==> config.mk <==
export PLATFORM = sky130hd
export DESIGN_NAME = protocol_rx_parser
export DESIGN_NICKNAME = d
export VERILOG_FILES = /design/src/rtl/protocol_rx_parser.sv
export SDC_FILE = /design/constraint.sdc
export NUM_CORES = 1
export LEC_CHECK = 0
export ABC_AREA = 0
export CORE_MARGIN = 1
export CORE_UTILIZATION = 50
export DETAILED_ROUTE_END_ITERATION = 8
export PLACE_DENSITY = 0.84
export SYNTH_ARGS = -nofsm -noshare
export SYNTH_HDL_FRONTEND = slang
export SYNTH_SLANG_ARGS = --single-unit
==> constraint.sdc <==
create_clock -name clk -period 7.4 [get_ports clk]
set_clock_uncertainty 0.15 [all_clocks]
set_input_delay 1.48 -clock clk [delete_from_list [all_inputs] [get_ports clk]]
set_output_delay 1.48 -clock clk [all_outputs]
set_load 0.02 [all_outputs]
==> src/rtl/protocol_rx_parser.sv <==
// protocol_rx_parser: receive-side message parser for the radiation-sensor link.
// Checks the 4-byte magic, captures the command byte and argument bytes, and
// issues a one-cycle msg_valid with decoded fields, error flag and reply length.
// Optional build macro: PROTOCOL_RX_PARSER_STATS_EN adds the stat_rx_ok and
// stat_rx_dropped saturating message counters.
module protocol_rx_parser #(
    parameter logic [31:0] MAGIC       = 32'hF100BA00,
    parameter int          RX_BUFF_LEN = 15
) (
    input  logic        clk,
    input  logic        rst,
    input  logic        rx_soc,
    input  logic [7:0]  rx_data,
    input  logic        rx_data_valid,
    input  logic        rx_eoc,
    input  logic        rx_error,
    output logic        msg_valid,
    output logic [7:0]  cmd,
    output logic        cmd_error,
    output logic [3:0]  reply_len,
    output logic [15:0] sync,
    output logic [7:0]  sig_mask,
    output logic [7:0]  sig_value,
    output logic [31:0] timing1,
    output logic [31:0] timing2,
    output logic        busy
`ifdef PROTOCOL_RX_PARSER_STATS_EN
    ,
    output logic [7:0]  stat_rx_ok,
    output logic [7:0]  stat_rx_dropped
`endif
);

    // Argument bytes are those after magic (4) and cmd (1).
    localparam int ARG_LEN = RX_BUFF_LEN - 5;
    localparam int ARG_W   = ARG_LEN * 8;

    localparam logic [7:0] CMD_IDENTIFY   = 8'h00;
    localparam logic [7:0] CMD_SET_SIGNAL = 8'h01;
    localparam logic [7:0] CMD_AUTO_READ  = 8'h02;
    localparam logic [7:0] CMD_GET_RESULT = 8'h03;
    localparam logic [7:0] CMD_ABORT      = 8'h04;

    typedef enum logic [1:0] {
        ST_IDLE    = 2'd0,
        ST_RECV    = 2'd1,
        ST_DECODE  = 2'd2,
        ST_DISCARD = 2'd3
    } state_t;

    state_t            state_q, state_d;
    logic [4:0]        cnt_q, cnt_d;
    logic [7:0]        cmd_byte_q, cmd_byte_d;
    // Argument buffer, byte 5 of the message in the most significant position.
    logic [ARG_W-1:0]  args_q, args_d;
    logic              restart_s;
    logic              magic_bad_s;

    logic              msg_valid_q;
    logic [7:0]        cmd_q;
    logic              cmd_error_q;
    logic [3:0]        reply_len_q;
    logic [15:0]       sync_q;
    logic [7:0]        sig_mask_q;
    logic [7:0]        sig_value_q;
    logic [31:0]       timing1_q;
    logic [31:0]       timing2_q;
    logic              busy_q;

    logic              msg_fire_s;
    logic              known_s;
    logic [4:0]        req_len_s;
    logic [3:0]        dec_reply_s;
    logic              dec_err_s;
    logic [15:0]       dec_sync_s;
    logic [7:0]        dec_mask_s;
    logic [7:0]        dec_value_s;
    logic [31:0]       dec_t1_s;
    logic [31:0]       dec_t2_s;

    // Expected magic byte for a given position, MSB first.
    function automatic logic [7:0] magic_byte(input logic [1:0] idx);
        logic [7:0] b;
        case (idx)
            2'd0:    b = MAGIC[31:24];
            2'd1:    b = MAGIC[23:16];
            2'd2:    b = MAGIC[15:8];
            2'd3:    b = MAGIC[7:0];
            default: b = 8'h00;
        endcase
        return b;
    endfunction

    // Byte counter, magic check and storage of cmd/argument bytes.
    always_comb begin
        cnt_d       = cnt_q;
        cmd_byte_d  = cmd_byte_q;
        args_d      = args_q;
        magic_bad_s = 1'b0;
        restart_s   = rx_soc && (state_q != ST_DECODE);
        if (restart_s) begin
            cnt_d      = 5'd0;
            cmd_byte_d = 8'h00;
            args_d     = '0;
        end else if ((state_q == ST_RECV) && rx_data_valid) begin
            cnt_d = (cnt_q == 5'd31) ? cnt_q : (cnt_q + 5'd1);
            if (cnt_q < 5'd4) begin
                magic_bad_s = (rx_data != magic_byte(cnt_q[1:0]));
            end else if (cnt_q == 5'd4) begin
                cmd_byte_d = rx_data;
            end else begin
                for (int i = 0; i < ARG_LEN; i++) begin
                    if (int'(cnt_q) == i + 5) begin
                        args_d[8*(ARG_LEN-1-i) +: 8] = rx_data;
                    end else begin
                        args_d[8*(ARG_LEN-1-i) +: 8] = args_d[8*(ARG_LEN-1-i) +: 8];
                    end
                end
            end
        end else begin
            cnt_d = cnt_q;
        end
    end

    // FSM state register.
    always_ff @(posedge clk or posedge rst) begin
        if (rst) begin
            state_q <= ST_IDLE;
        end else begin
            state_q <= state_d;
        end
    end

    // FSM next state; same-cycle byte is already folded into cnt_d.
    always_comb begin
        state_d = state_q;
        case (state_q)
            ST_IDLE: begin
                if (rx_soc) state_d = ST_RECV;
                else        state_d = ST_IDLE;
            end
            ST_RECV: begin
                if (rx_soc)                    state_d = ST_RECV;
                else if (rx_error)             state_d = ST_DISCARD;
                else if (magic_bad_s)          state_d = ST_DISCARD;
                else if (rx_eoc && cnt_d < 5'd5) state_d = ST_DISCARD;
                else if (rx_eoc)               state_d = ST_DECODE;
                else                           state_d = ST_RECV;
            end
            ST_DECODE: begin
                state_d = ST_IDLE;
            end
            ST_DISCARD: begin
                if (rx_soc)      state_d = ST_RECV;
                else if (rx_eoc) state_d = ST_IDLE;
                else             state_d = ST_DISCARD;
            end
            default: begin
                state_d = ST_IDLE;
            end
        endcase
    end

    // FSM outputs: decode of the completed message, captured on entry to DECODE.
    always_comb begin
        msg_fire_s  = (state_q == ST_RECV) && (state_d == ST_DECODE);
        known_s     = 1'b1;
        req_len_s   = 5'd7;
        dec_reply_s = 4'd6;
        dec_sync_s  = 16'h0000;
        dec_mask_s  = 8'h00;
        dec_value_s = 8'h00;
        dec_t1_s    = 32'h0000_0000;
        dec_t2_s    = 32'h0000_0000;
        case (cmd_byte_d)
            CMD_IDENTIFY: begin
                req_len_s   = 5'd7;
                dec_reply_s = 4'd10;
            end
            CMD_SET_SIGNAL: begin
                req_len_s   = 5'd11;
                dec_sync_s  = args_d[ARG_W-1  -: 16];
                dec_mask_s  = args_d[ARG_W-17 -: 8];
                dec_value_s = args_d[ARG_W-25 -: 8];
            end
            CMD_AUTO_READ: begin
                req_len_s  = 5'd17;
                dec_sync_s = args_d[ARG_W-1  -: 16];
                dec_t1_s   = args_d[ARG_W-17 -: 32];
                dec_t2_s   = args_d[ARG_W-49 -: 32];
            end
            CMD_GET_RESULT: begin
                req_len_s   = 5'd7;
                dec_reply_s = 4'd8;
            end
            CMD_ABORT: begin
                req_len_s = 5'd7;
            end
            default: begin
                known_s     = 1'b0;
                dec_reply_s = 4'd6;
            end
        endcase
        dec_err_s = !known_s || (cnt_d != req_len_s);
    end

    // Receive datapath registers.
    always_ff @(posedge clk or posedge rst) begin
        if (rst) begin
            cnt_q      <= 5'd0;
            cmd_byte_q <= 8'h00;
            args_q     <= '0;
        end else begin
            cnt_q      <= cnt_d;
            cmd_byte_q <= cmd_byte_d;
            args_q     <= args_d;
        end
    end

    // Registered outputs; decoded fields change only with msg_valid.
    always_ff @(posedge clk or posedge rst) begin
        if (rst) begin
            msg_valid_q <= 1'b0;
            cmd_q       <= 8'h00;
            cmd_error_q <= 1'b0;
            reply_len_q <= 4'd0;
            sync_q      <= 16'h0000;
            sig_mask_q  <= 8'h00;
            sig_value_q <= 8'h00;
            timing1_q   <= 32'h0000_0000;
            timing2_q   <= 32'h0000_0000;
            busy_q      <= 1'b0;
        end else begin
            msg_valid_q <= msg_fire_s;
            busy_q      <= (state_d == ST_RECV) || (state_d == ST_DISCARD);
            if (msg_fire_s) begin
                cmd_q       <= cmd_byte_d;
                cmd_error_q <= dec_err_s;
                reply_len_q <= dec_reply_s;
                sync_q      <= dec_sync_s;
                sig_mask_q  <= dec_mask_s;
                sig_value_q <= dec_value_s;
                timing1_q   <= dec_t1_s;
                timing2_q   <= dec_t2_s;
            end
        end
    end

    assign msg_valid = msg_valid_q;
    assign cmd       = cmd_q;
    assign cmd_error = cmd_error_q;
    assign reply_len = reply_len_q;
    assign sync      = sync_q;
    assign sig_mask  = sig_mask_q;
    assign sig_value = sig_value_q;
    assign timing1   = timing1_q;
    assign timing2   = timing2_q;
    assign busy      = busy_q;

`ifdef PROTOCOL_RX_PARSER_STATS_EN
    logic [7:0] stat_ok_q;
    logic [7:0] stat_drop_q;
    logic       drop_event_s;

    assign drop_event_s = ((state_d == ST_DISCARD) && (state_q != ST_DISCARD)) ||
                          ((state_q == ST_RECV) && rx_soc);

    // Saturating good-message and dropped-message counters.
    always_ff @(posedge clk or posedge rst) begin
        if (rst) begin
            stat_ok_q   <= 8'h00;
            stat_drop_q <= 8'h00;
        end else begin
            if (msg_fire_s && (stat_ok_q != 8'hFF)) begin
                stat_ok_q <= stat_ok_q + 8'h01;
            end
            if (drop_event_s && (stat_drop_q != 8'hFF)) begin
                stat_drop_q <= stat_drop_q + 8'h01;
            end
        end
    end

    assign stat_rx_ok      = stat_ok_q;
    assign stat_rx_dropped = stat_drop_q;
`endif

endmodule

==> flow_metrics.env <==
export IMPL_cp_arrival_ns=4.78
export IMPL_peakVddDrop_mv=0.157
export IMPL_cts_made_buffers=21
export IMPL_layout_common_cells="dfrtp_1 (204), clkdlybuf4s50_1 (123), nand2_1 (114)"
export IMPL_p_per_area_nw_per_um2=206
export IMPL_routed_via_density=5.92
export IMPL_cap_violations=0
export IMPL_grt_max_degree=141
export IMPL_dp_hpwl_mm=13.2
export IMPL_ctsHoldBuffers=0
export IMPL_areaGrowthSynthToFinish_pct=21.7
export IMPL_total_power_mw=2.29
export IMPL_maxSlewHeadroom_pct=20.8
export IMPL_drt_initial_drc_count=546
export IMPL_ys_seq_elements=204
export IMPL_synth_cell_types=56
export IMPL_synthFlopType="dfrtp_1"
export IMPL_leakage_nw=5.57
export IMPL_overflow=0
export IMPL_antenna_found_initial=0
export IMPL_tightest_slew_ns=1.19
export IMPL_wl_per_cell_um=19.9
export IMPL_cts_tree="done"
export IMPL_grt_use_total_pct=24.4
export IMPL_timing_final_crit_share_pct=61.4
export IMPL_status="completed"
export IMPL_clockRootBuffer="clkbuf_16"
export IMPL_yosysWarnings=0
export IMPL_final_common_cell="dfrtp_1"
export IMPL_synth_edf_count=0
export IMPL_syn_avg_cell_area_sq_um=11.7
export IMPL_finalHoldViolCount=0
export IMPL_place_inst=1064
export IMPL_clk_path_buf_depth=3
export IMPL_coreArea_sq_um=17500
export IMPL_crit_fanout=30
export IMPL_die_area_sq_um=18700
export IMPL_grt_pass1_wl_mm=35.7
export IMPL_crit_type="primary input to flip-flop"
export IMPL_grt_pass1_vias=6554
export IMPL_required_ns=7.64
export IMPL_final_util_pct=63.1
export IMPL_clock_latency_ns=0.50
export IMPL_clkSlewWorstSetupHoldPaths_ns=0.06
export IMPL_drv_slew=0
export IMPL_place_gp_congestion=0.852
export IMPL_dr_pass1_iters=6
export IMPL_synth_cells=777
export IMPL_final_nets=882
export IMPL_ios=125
export IMPL_final_cells=1102
export IMPL_cts_num_sinks=204
export IMPL_min_period_ns=4.55
export IMPL_n_antenna_cell=0
export IMPL_rsz0062_at_grt="no"
export IMPL_port_buffers=123
export IMPL_clock_fmax_ghz=0.220
export IMPL_ys_seq_area_share_pct=56.1
export IMPL_start_util_pct=51.9
export IMPL_ys_top_cells_by_area="dfrtp_1 (56%), mux2i_1 (9.8%), o41ai_2 (7.7%)"
export IMPL_synth_top_area_cell="dfrtp_1"
export IMPL_drt_wl_total_mm=22.0
export IMPL_cp_end_kind="flip-flop"
export IMPL_fin_setup_tns_ns=0
export IMPL_fillCellCount=1360
export IMPL_postCtsResizedCells=0
export IMPL_cts_setup_buffers=0
export IMPL_ant_nets=0
export IMPL_setup_viol=0
export IMPL_synth_top_area_share_pct=56.1
export IMPL_vias=6523
export IMPL_htreeDepth=1
export IMPL_synth_nets=797
export IMPL_critPathLaunchType="primary input"
export IMPL_syn_cell_area_sq_um=9090
export IMPL_std_cell_rows=48
export IMPL_ys_async_sr_fraction_pct=100
export IMPL_hold_path_class="flip-flop to flip-flop"
export IMPL_die_h_um=137
export IMPL_layout_drive_gt1_share_pct=12.0
export IMPL_dieWidth_um=137
export IMPL_drc=0
## kinds of logic (layout without fill, tap and decap cells)
logic type,count (synthesis),in the layout,synth area share [%]
buffers and inverters,77,177,3.85
xor gates and xnor gates,4,4,0.385
and+or+nand+nor,254,254,12.0
AOI/OAI and AO/OA,134,134,16.0
muxes,97,97,10.8
other,1,1,0.0412
adders and majority gates,6,6,0.825
DFF,204,204,56.1
## final timing paths
kind / startpoint / endpoint / slack, ns / cells past startpoint
min in group asynchronous: rst / timing1[2] / 1.42 / 2
hold reg to reg: timing1[24] / timing1[24] / 0.32 / 2
max in group asynchronous: rst / args_q[16] / 4.23 / 3
setup reg to reg: cnt_q[1] / timing2[20] / 3.82 / 9
hold / removal: timing1[24] / timing1[24] / 0.32 / 2
setup / recovery: rx_data[4] / timing2[15] / 2.85 / 8
## layer usage
metal / track usage, % / up-vias / wire [um]
li1: - / 2971 / -
met1: 36.7 / 3313 / 10100
met2: 37.5 / 209 / 10200
met3: 3.19 / 30 / 1260
met4: 5.86 / 0 / 339
met5: 0 / - / 0
## through the flow
| step | hold WS, ns | instance area (sq um) | worst slack (ns) |
|---|---|---|---|
| 6_report | 0.324 | 11100 | 2.85 |
| 5_1_grt | 0.346 | 11100 | 2.66 |
| 4_1_cts | 0.329 | 11100 | 2.88 |
| 3_5_place_dp | 0.310 | 10400 | 2.35 |
| 3_3_place_gp | 0.304 | 10400 | 2.43 |
| 2_1_floorplan | 0.335 | 9090 | 0.203 |
## registers in the layout, indices dropped and copies added (netlist names)
register / cells
sig_value: 8
reply_len: 3
timing1: 32
cmd_error: 1
msg_valid: 1
state_q: 1
busy: 1
args_q: 80
sig_mask: 8
cmd_byte_q: 8
sync: 16
timing2: 32
cnt_q: 5
cmd: 8
## synthesized netlist by cell type, types with 2 or more instances
cell	n
a211o_1	2
nand4_1	2
nor3_1	6
o41ai_1	53
and3_1	2
buf_4	5
buf_6	3
and4b_1	3
nor2b_1	2
nor4_1	3
buf_2	16
ha_1	6
nand3_1	3
o21a_1	2
nand4b_1	4
mux2_2	7
nand2_1	114
o22ai_1	2
mux2i_1	89
a221oi_1	2
a21o_1	2
or3_1	4
nand2b_1	3
clkbuf_1	41
nor2_1	97
o41ai_2	43
nand3b_1	3
xnor2_1	3
a211oi_1	4
buf_1	3
inv_1	8
a21oi_1	7
o21ai_0	7
dfrtp_1	204
## critical path, cell delays in order
cell and delay, ns:
clkdlybuf4s50_1 0.79, or3_1 0.54, o31a_1 0.26, o32ai_2 0.38
o311ai_4 0.36, buf_4 0.37, buf_4 0.25, o41ai_2 0.32
## power breakdown
group / total (mW) / internal, mW / switching [mW]
clock network: 1.05 / 0.601 / 0.446
logic: 0.113 / 0.0265 / 0.0865
registers: 1.13 / 1.12 / 0.00731
## final cells by class
class	count	area (sq um)	share of cell area, %
sequential	204	5100	46.1
multi-input combinational	496	3660	33.1
timing repair buffer	130	1300	11.7
clock buffer	27	588	5.31
tap	225	282	2.54
clock inverter	11	91.3	0.825
inverter	9	41.3	0.373
(Power assumes the default switching activity.)
